## src/rtl/fetch_queue_if.sv

```systemverilog
// Fetch queue bus: write stream from the fetch controller, back-pressure,
// flush, and the valid/ready decode-side read port with status.
//   master : fetch controller / decode side (drives write, flush, dec_ready)
//   slave  : fetch_queue (drives stop_fetch, dec_*, count, overflow)
interface fetch_queue_if #(
  parameter int unsigned DEPTH = 8
);
  localparam int unsigned CNT_W = $clog2(DEPTH) + 1;

  logic             write_fifo;
  logic [127:0]     fetch_instr_pc;
  logic             flush;
  logic             stop_fetch;
  logic             dec_ready;
  logic             dec_valid;
  logic [31:0]      dec_instr0;
  logic [31:0]      dec_pc0;
  logic [31:0]      dec_instr1;
  logic [31:0]      dec_pc1;
  logic [CNT_W-1:0] count;
  logic             overflow;

  modport master (
    output write_fifo, fetch_instr_pc, flush, dec_ready,
    input  stop_fetch, dec_valid, dec_instr0, dec_pc0, dec_instr1, dec_pc1,
           count, overflow
  );

  modport slave (
    input  write_fifo, fetch_instr_pc, flush, dec_ready,
    output stop_fetch, dec_valid, dec_instr0, dec_pc0, dec_instr1, dec_pc1,
           count, overflow
  );
endinterface

```

## src/rtl/fetch_queue.sv

```systemverilog
// Instruction fetch queue between the fetch controller and dual-issue decode.
// Buffers 128-bit packets (two instr/PC pairs) in a first-word-fall-through
// circular buffer, raises stop_fetch near full, flushes on accepted jumps and
// flags dropped writes with a sticky overflow bit.
// Ports:
//   clk, rst : clock, asynchronous active-high reset
//   bus      : fetch_queue_if slave (write stream, flush, stop_fetch,
//              decode valid/ready + head fields, count, overflow)
module fetch_queue #(
  parameter int unsigned DEPTH        = 8,
  parameter int unsigned AFULL_MARGIN = 2
) (
  input  logic         clk,
  input  logic         rst,
  fetch_queue_if.slave bus
);

  localparam int unsigned PTR_W = $clog2(DEPTH);
  localparam int unsigned CNT_W = $clog2(DEPTH) + 1;
  localparam logic [CNT_W-1:0] FULL_CNT  = CNT_W'(DEPTH);
  localparam logic [CNT_W-1:0] AFULL_CNT = CNT_W'(DEPTH - AFULL_MARGIN);

  typedef struct packed {
    logic [31:0] instr1;
    logic [31:0] pc1;
    logic [31:0] instr0;
    logic [31:0] pc0;
  } fetch_pkt_t;

  fetch_pkt_t       mem [DEPTH];
  logic [PTR_W-1:0] wr_ptr;
  logic [PTR_W-1:0] rd_ptr;
  logic [CNT_W-1:0] count_q;
  logic             overflow_q;

  logic             empty;
  logic             full;
  logic             pop;
  logic             push;
  logic             drop;
  fetch_pkt_t       head;

  // Handshake decode; a full queue still accepts a write when decode pops.
  always_comb begin
    empty = (count_q == '0);
    full  = (count_q == FULL_CNT);
    pop   = !empty && bus.dec_ready;
    push  = bus.write_fifo && (!full || pop);
    drop  = bus.write_fifo && full && !pop;
  end

  // Pointer, occupancy and overflow state; flush outranks push/pop.
  always_ff @(posedge clk or posedge rst) begin
    if (rst) begin
      wr_ptr     <= '0;
      rd_ptr     <= '0;
      count_q    <= '0;
      overflow_q <= 1'b0;
    end else if (bus.flush) begin
      wr_ptr  <= '0;
      rd_ptr  <= '0;
      count_q <= '0;
    end else begin
      if (push) wr_ptr <= wr_ptr + PTR_W'(1);
      if (pop)  rd_ptr <= rd_ptr + PTR_W'(1);
      if (push && !pop) begin
        count_q <= count_q + CNT_W'(1);
      end else if (pop && !push) begin
        count_q <= count_q - CNT_W'(1);
      end
      if (drop) overflow_q <= 1'b1;
    end
  end

  // Packet storage, intentionally not reset.
  always_ff @(posedge clk) begin
    if (push && !bus.flush) mem[wr_ptr] <= fetch_pkt_t'(bus.fetch_instr_pc);
  end

  // Head packet falls through to decode.
  assign head           = mem[rd_ptr];
  assign bus.dec_valid  = !empty;
  assign bus.dec_instr0 = head.instr0;
  assign bus.dec_pc0    = head.pc0;
  assign bus.dec_instr1 = head.instr1;
  assign bus.dec_pc1    = head.pc1;

  // Back-pressure decoded from registered occupancy only.
  assign bus.stop_fetch = (count_q >= AFULL_CNT);
  assign bus.count      = count_q;
  assign bus.overflow   = overflow_q;

endmodule

```

## src/flat_wrapper.sv

```systemverilog
// flat-port wrapper written by rule: the top's interface ports become plain ports
module fetch_queue_flat 
#(
  parameter int unsigned DEPTH        = 8,
  parameter int unsigned AFULL_MARGIN = 2
)
  (clk, rst, bus_write_fifo, bus_fetch_instr_pc, bus_flush, bus_dec_ready, bus_stop_fetch, bus_dec_valid, bus_dec_instr0, bus_dec_pc0, bus_dec_instr1, bus_dec_pc1, bus_count, bus_overflow);
  fetch_queue_if #(.DEPTH(DEPTH)) bus_i ();
  input  logic clk;
  input  logic rst;
  input wire logic [$bits(bus_i.write_fifo)-1:0] bus_write_fifo;
  input wire logic [$bits(bus_i.fetch_instr_pc)-1:0] bus_fetch_instr_pc;
  input wire logic [$bits(bus_i.flush)-1:0] bus_flush;
  input wire logic [$bits(bus_i.dec_ready)-1:0] bus_dec_ready;
  output wire logic [$bits(bus_i.stop_fetch)-1:0] bus_stop_fetch;
  output wire logic [$bits(bus_i.dec_valid)-1:0] bus_dec_valid;
  output wire logic [$bits(bus_i.dec_instr0)-1:0] bus_dec_instr0;
  output wire logic [$bits(bus_i.dec_pc0)-1:0] bus_dec_pc0;
  output wire logic [$bits(bus_i.dec_instr1)-1:0] bus_dec_instr1;
  output wire logic [$bits(bus_i.dec_pc1)-1:0] bus_dec_pc1;
  output wire logic [$bits(bus_i.count)-1:0] bus_count;
  output wire logic [$bits(bus_i.overflow)-1:0] bus_overflow;
  assign bus_i.write_fifo = bus_write_fifo;
  assign bus_i.fetch_instr_pc = bus_fetch_instr_pc;
  assign bus_i.flush = bus_flush;
  assign bus_i.dec_ready = bus_dec_ready;
  assign bus_stop_fetch = bus_i.stop_fetch;
  assign bus_dec_valid = bus_i.dec_valid;
  assign bus_dec_instr0 = bus_i.dec_instr0;
  assign bus_dec_pc0 = bus_i.dec_pc0;
  assign bus_dec_instr1 = bus_i.dec_instr1;
  assign bus_dec_pc1 = bus_i.dec_pc1;
  assign bus_count = bus_i.count;
  assign bus_overflow = bus_i.overflow;
  fetch_queue #(.DEPTH(DEPTH), .AFULL_MARGIN(AFULL_MARGIN)) u_core (.clk(clk), .rst(rst), .bus(bus_i));
endmodule
```

## config.mk

```make
export PLATFORM = sky130hd
export DESIGN_NAME = fetch_queue_flat
export DESIGN_NICKNAME = d
export VERILOG_FILES = /design/src/rtl/fetch_queue_if.sv /design/src/rtl/fetch_queue.sv /design/src/flat_wrapper.sv
export SDC_FILE = /design/constraint.sdc
export NUM_CORES = 1
export LEC_CHECK = 0
export BUFFER_PORTS_ARGS = -buffer_cell sky130_fd_sc_hd__buf_2
export CAP_MARGIN = 20
export CORE_UTILIZATION = 58
export CTS_BUF_LIST = sky130_fd_sc_hd__clkbuf_8
export DETAILED_ROUTE_END_ITERATION = 12
export GPL_TIMING_DRIVEN = 0
export PLACE_DENSITY = 0.77
export SLEW_MARGIN = 20
export SYNTH_ARGS = -nofsm -noshare
export SYNTH_HDL_FRONTEND = slang
export SYNTH_SLANG_ARGS = --single-unit
```

## constraint.sdc

```tcl
create_clock -name clk -period 15.45 [get_ports clk]
set_input_delay 2.3175 -clock clk [delete_from_list [all_inputs] [get_ports clk]]
set_output_delay 2.3175 -clock clk [all_outputs]
set_load 0.05 [all_outputs]
```

Word level (Yosys, flattened, before mapping)

Memory sizes are Yosys's and may differ from the RTL's.
Cells that the tools add are included.

Memories: 1
Logic and storage cells: 39
Bits in registers: 11
Bits of input ports: 133
Memory bits (writable): 1024

Reductions and logical operators: 18
Mux-type cells: 9
$lt $le $gt $ge: 1
Add/subtract/negate cells: 4
Bitwise operators: 1
Eq/ne operators: 1

Memories:

| memory     | words | width | rd ports | clocked after Yosys merged registers in | write ports | RTL line          | text |
|---|---|---|---|---|---|---|---|
| u_core.mem | 8     | 128   | 1        | 0                                       | 1           | fetch_queue.sv:30 | `fetch_pkt_t mem [DEPTH];` |

Operators by type and width:

| cell                                                                                 | number |
|---|---|
| 3-bit two-way mux                                                                    | 4 |
| 4-bit two-way mux                                                                    | 3 |
| 1-bit logical AND                                                                    | 7 |
| 3-bit by 1-bit adder with 3-bit output (second input constant)                       | 2 |
| 1-bit zero test                                                                      | 5 |
| 4-bit by 1-bit adder with 4-bit output (second input constant)                       | 1 |
| 4-bit equality test (second input constant)                                          | 1 |
| 4-bit by 3-bit greater-or-equal comparator with 1-bit output (second input constant) | 1 |
| 4-bit zero test                                                                      | 1 |
| 2-bit nonzero test                                                                   | 2 |
| 4-bit by 1-bit subtractor with 4-bit output (second input constant)                  | 1 |
| 3-bit nonzero test                                                                   | 1 |
| 1-bit two-way mux                                                                    | 2 |
| 2-bit AND reduction                                                                  | 1 |
| 1-bit logical OR                                                                     | 1 |
| 1-bit inverter                                                                       | 1 |

Depth between registers and ports, before layout

Depth after elaboration: 10
Gate-level depth with buffers: 8
Gate-level depth less buffers: 8

Worst setup path before layout

Ideal clock, no wire load.

Path kind: input to register
From: input port bus_write_fifo
To: memory u_core.mem[0][0] (netlist name), enable pin
Stages: 3
Data required time: 14.522 ns
Buffers on the path: 1
Arrival: 14.794 ns
Path slack: -0.273 ns
Path through: clkbuf_1 > nand2b_1 > nor4_1

Word-level cells in the longest chain between the ends: 4

Ends and longest elaborated chain:

| element                                 | RTL line           | text |
|---|---|---|
| start, declared                         | flat_wrapper.sv:11 | `input wire logic [$bits(bus_i.write_fifo)-1:0] bus_write_fifo;` |
| 1-bit logical AND                       | fetch_queue.sv:48  | `push = bus.write_fifo && (!full \|\| pop);` |
| 1-bit logical AND                       | fetch_queue.sv:77  | `if (push && !bus.flush) mem[wr_ptr] <= fetch_pkt_t'(bus.fetch_instr_pc);` |
| 1-bit two-way mux                       | fetch_queue.sv:77  |  |
| 1-bit two-way mux (implied by the code) | fetch_queue.sv:77  |  |
| end, declared                           | fetch_queue.sv:30  |  |

Every way passes these cells.

Worst setup path in the final report

From: register u_core.rd_ptr[1]
To: output port bus_dec_instr0[12]

Word-level cells in the longest chain between the ends: 1

Ends and longest elaborated chain:

| element                 | RTL line           | text |
|---|---|---|
| start, declared         | fetch_queue.sv:32  | `logic [PTR_W-1:0] rd_ptr;` |
| start signal, assigned  | fetch_queue.sv:65  | `if (pop) rd_ptr <= rd_ptr + PTR_W'(1);` |
| memory read 8 x 128 bit | -                  |  |
| end, declared           | flat_wrapper.sv:17 | `output wire logic [$bits(bus_i.dec_instr0)-1:0] bus_dec_instr0;` |

Every way passes these cells.

==> metrics.txt <==
hold buffer count at CTS=0; top-area cell type share of the netlist area=78.5%; Reg clk slew, reported paths=0.06 ns; Fill cells=4029; H-tree lvl count=4; area of the multi-input gates=7710 um^2; Area contributors post-synth=edfxtp_1 (79%), mux4_2 (15%), mux2_2 (3.7%), buf_6 (0.75%), dfrtp_1 (0.70%); Total Wirelength=81100 um; maximum vdd drop=159 uV; DRC viols=0; post-DR wirelength/cell=26.3 um; clk buf depth=3; Pwr Density=156 nW/um^2; IO Port Bufs=266; Slew Limit Fails=0; Hold Path Class=register to register; worst-path maximum fanout=10; initial antenna violation count=20; largest net degree at the start of global routing=22; crit path DAT=3.38 ns; vias in the first global route=19600; Avg Cell Area, Syn=25.0 um^2; Routability Congestion=0.760; commonest non-fill, non-tap cell in the layout=edfxtp_1; worst-margin pin slew=0.835 ns; GRT overflow=0; Inserted Clock Buffers=158; period utilization=36.9%; die area=68600 um^2; CP endpoint kind=output pin; first-pass GRT wire length=119000 um; RSZ-0062 raised after global routing=false; status=finished clean; critical path type=register to output pin; all-layer global routing usage=24.3%; Layout area overhead=17.3%; Detail Route Antenna Nets=0; Setup violations, final=0; clock skew=0.0431 ns; f_max=175 MHz; share of cells above drive strength 1=44.8%; row count=94; DRT iter0 DRCs=1632; Seq cells post-synth=1035; crit path launch type=register; sequential cell area=31000 um^2; CTS Sinks=1035; Netlist Area Pre-Place=39200 um^2; root buf cell=clkbuf_8; Die H=262 um; Avg Vias per Cell=5.92; core area=66300 um^2; vias=18200; Hold Vio Cnt, Final=0; nets=2234; DR pass1 iterations=6; Max Cap Viol=0; synth warn=0; fin util=69.3%; Slew headroom=44.3%; register area share after synthesis=79.2%; worst skew pair latency=0.80 ns; most frequent cells in the layout=edfxtp_1 (1024), buf_2 (273), mux4_2 (256); CTS tree=built; minimum clock period after layout=5.70 ns; Cells after Synth=1564; Non-Filler Instances=3082; CP required=13.13 ns; setup tns final=0 ns; HPWL Detailed=53100 um; Die W=262 um; Tot Pwr=7.17 mW; count of different cell masters after synthesis=34; PostCTS Resize Cnt=0; syn nets=1702; io pins=268; placed insts=2800; Initial Util=59.0%; post-CTS setup buffer count=0; post-synth top area cell=edfxtp_1; static leakage=15.1 nW
-- power breakdown --
group          leakage, nW  internal, mW  switching [mW]  total [mW]
clock                 1.67          1.08           0.999        2.08
sequential            9.40          3.16          0.0242        3.18
combinational         4.04         0.745            1.16        1.91
-- registers in the layout, summed over array words and instances, names as in the netlist --
name	count
u_core.rd_ptr	3
u_core.wr_ptr	3
u_core.mem	1024
u_core.bus.count	4
u_core.bus.overflow	1
-- area by class of cell --
type | instances | area share, %
flip-flops and latches | 1035 | 67.5
multi-input cells | 450 | 16.8
repair buffers | 372 | 5.91
clock buffers | 164 | 4.91
well taps | 864 | 2.35
clock inverters | 110 | 1.39
plain buffers | 75 | 1.06
diodes | 8 | 0.0436
inverters | 4 | 0.0327
-- synth_stat cells --
library cell and number:
a211oi_1 1, a21o_1 1, a21oi_1 4, and3_1 1, buf_1 16, buf_2 7
buf_6 26, clkbuf_1 26, dfrtp_1 11, edfxtp_1 1024, fa_1 1, ha_1 4
inv_1 4, mux2_2 129, mux2i_1 2, mux4_2 256, nand2_1 8, nand2b_1 3
nand3_1 4, nor2_1 13, nor2b_1 2, nor3_1 2, nor4_1 2, o211a_1 1
o211ai_1 1, o21ai_2 1, o21bai_1 1, o311ai_0 1, o41a_1 1, or2_2 2
or3_1 1, or4_1 1, xnor2_1 3, xor2_1 4
-- metrics by stage --
step	setup WS (ns)	hold slack [ns]	instance area (um^2)
after floorplan	3.13	0.544	39200
after global placement	-6.15	0.458	41600
after detailed placement	10.34	0.457	43000
after CTS	9.65	0.484	45900
after global routing	9.61	0.498	45900
final	9.75	0.474	46000
-- critical path, cell delays in order (launching register included) --
cell and delay [ns]:
dfrtp_1 0.36, buf_2 0.17, buf_2 0.46, buf_1 0.67
mux4_2 0.41, mux2_2 0.28, buf_2 0.23
-- final timing paths --
path | from | to | slack (ns) | depth (start not counted)
min in group asynchronous | rst | u_core.bus.overflow$_DFFE_PP0P_ | 1.52 | 2
min reg2reg | u_core.bus.overflow$_DFFE_PP0P_ | u_core.bus.overflow$_DFFE_PP0P_ | 0.47 | 1
max | u_core.rd_ptr[1]$_DFFE_PP0P_ | bus_dec_instr0[12] | 9.75 | 6
max reg2reg | u_core.bus.count[1]$_DFFE_PP0P_ | u_core.mem[1][80]$_DFFE_PP_ | 12.20 | 9
max in group asynchronous | rst | u_core.rd_ptr[2]$_DFFE_PP0P_ | 13.60 | 2
min | u_core.bus.overflow$_DFFE_PP0P_ | u_core.bus.overflow$_DFFE_PP0P_ | 0.47 | 1
-- logic make-up after synthesis --
kind of cell,after synthesis,synth area share (%)
xor+xnor,7,0.157
buf+inv,79,1.28
compound gates,12,0.227
mux,387,18.5
simple gates,39,0.473
flops,1035,79.2
fa+ha+maj,5,0.179
-- per-layer routing --
metal	share of wire [%]	track usage, %	vias up
met2	50	39.2	685
li1	-	-	7829
met4	1.9	7.45	22
met5	0.17	0	-
met1	39	32.0	9561
met3	8.2	7.46	136
No activity file was read; power rests on OpenSTA's default activity.
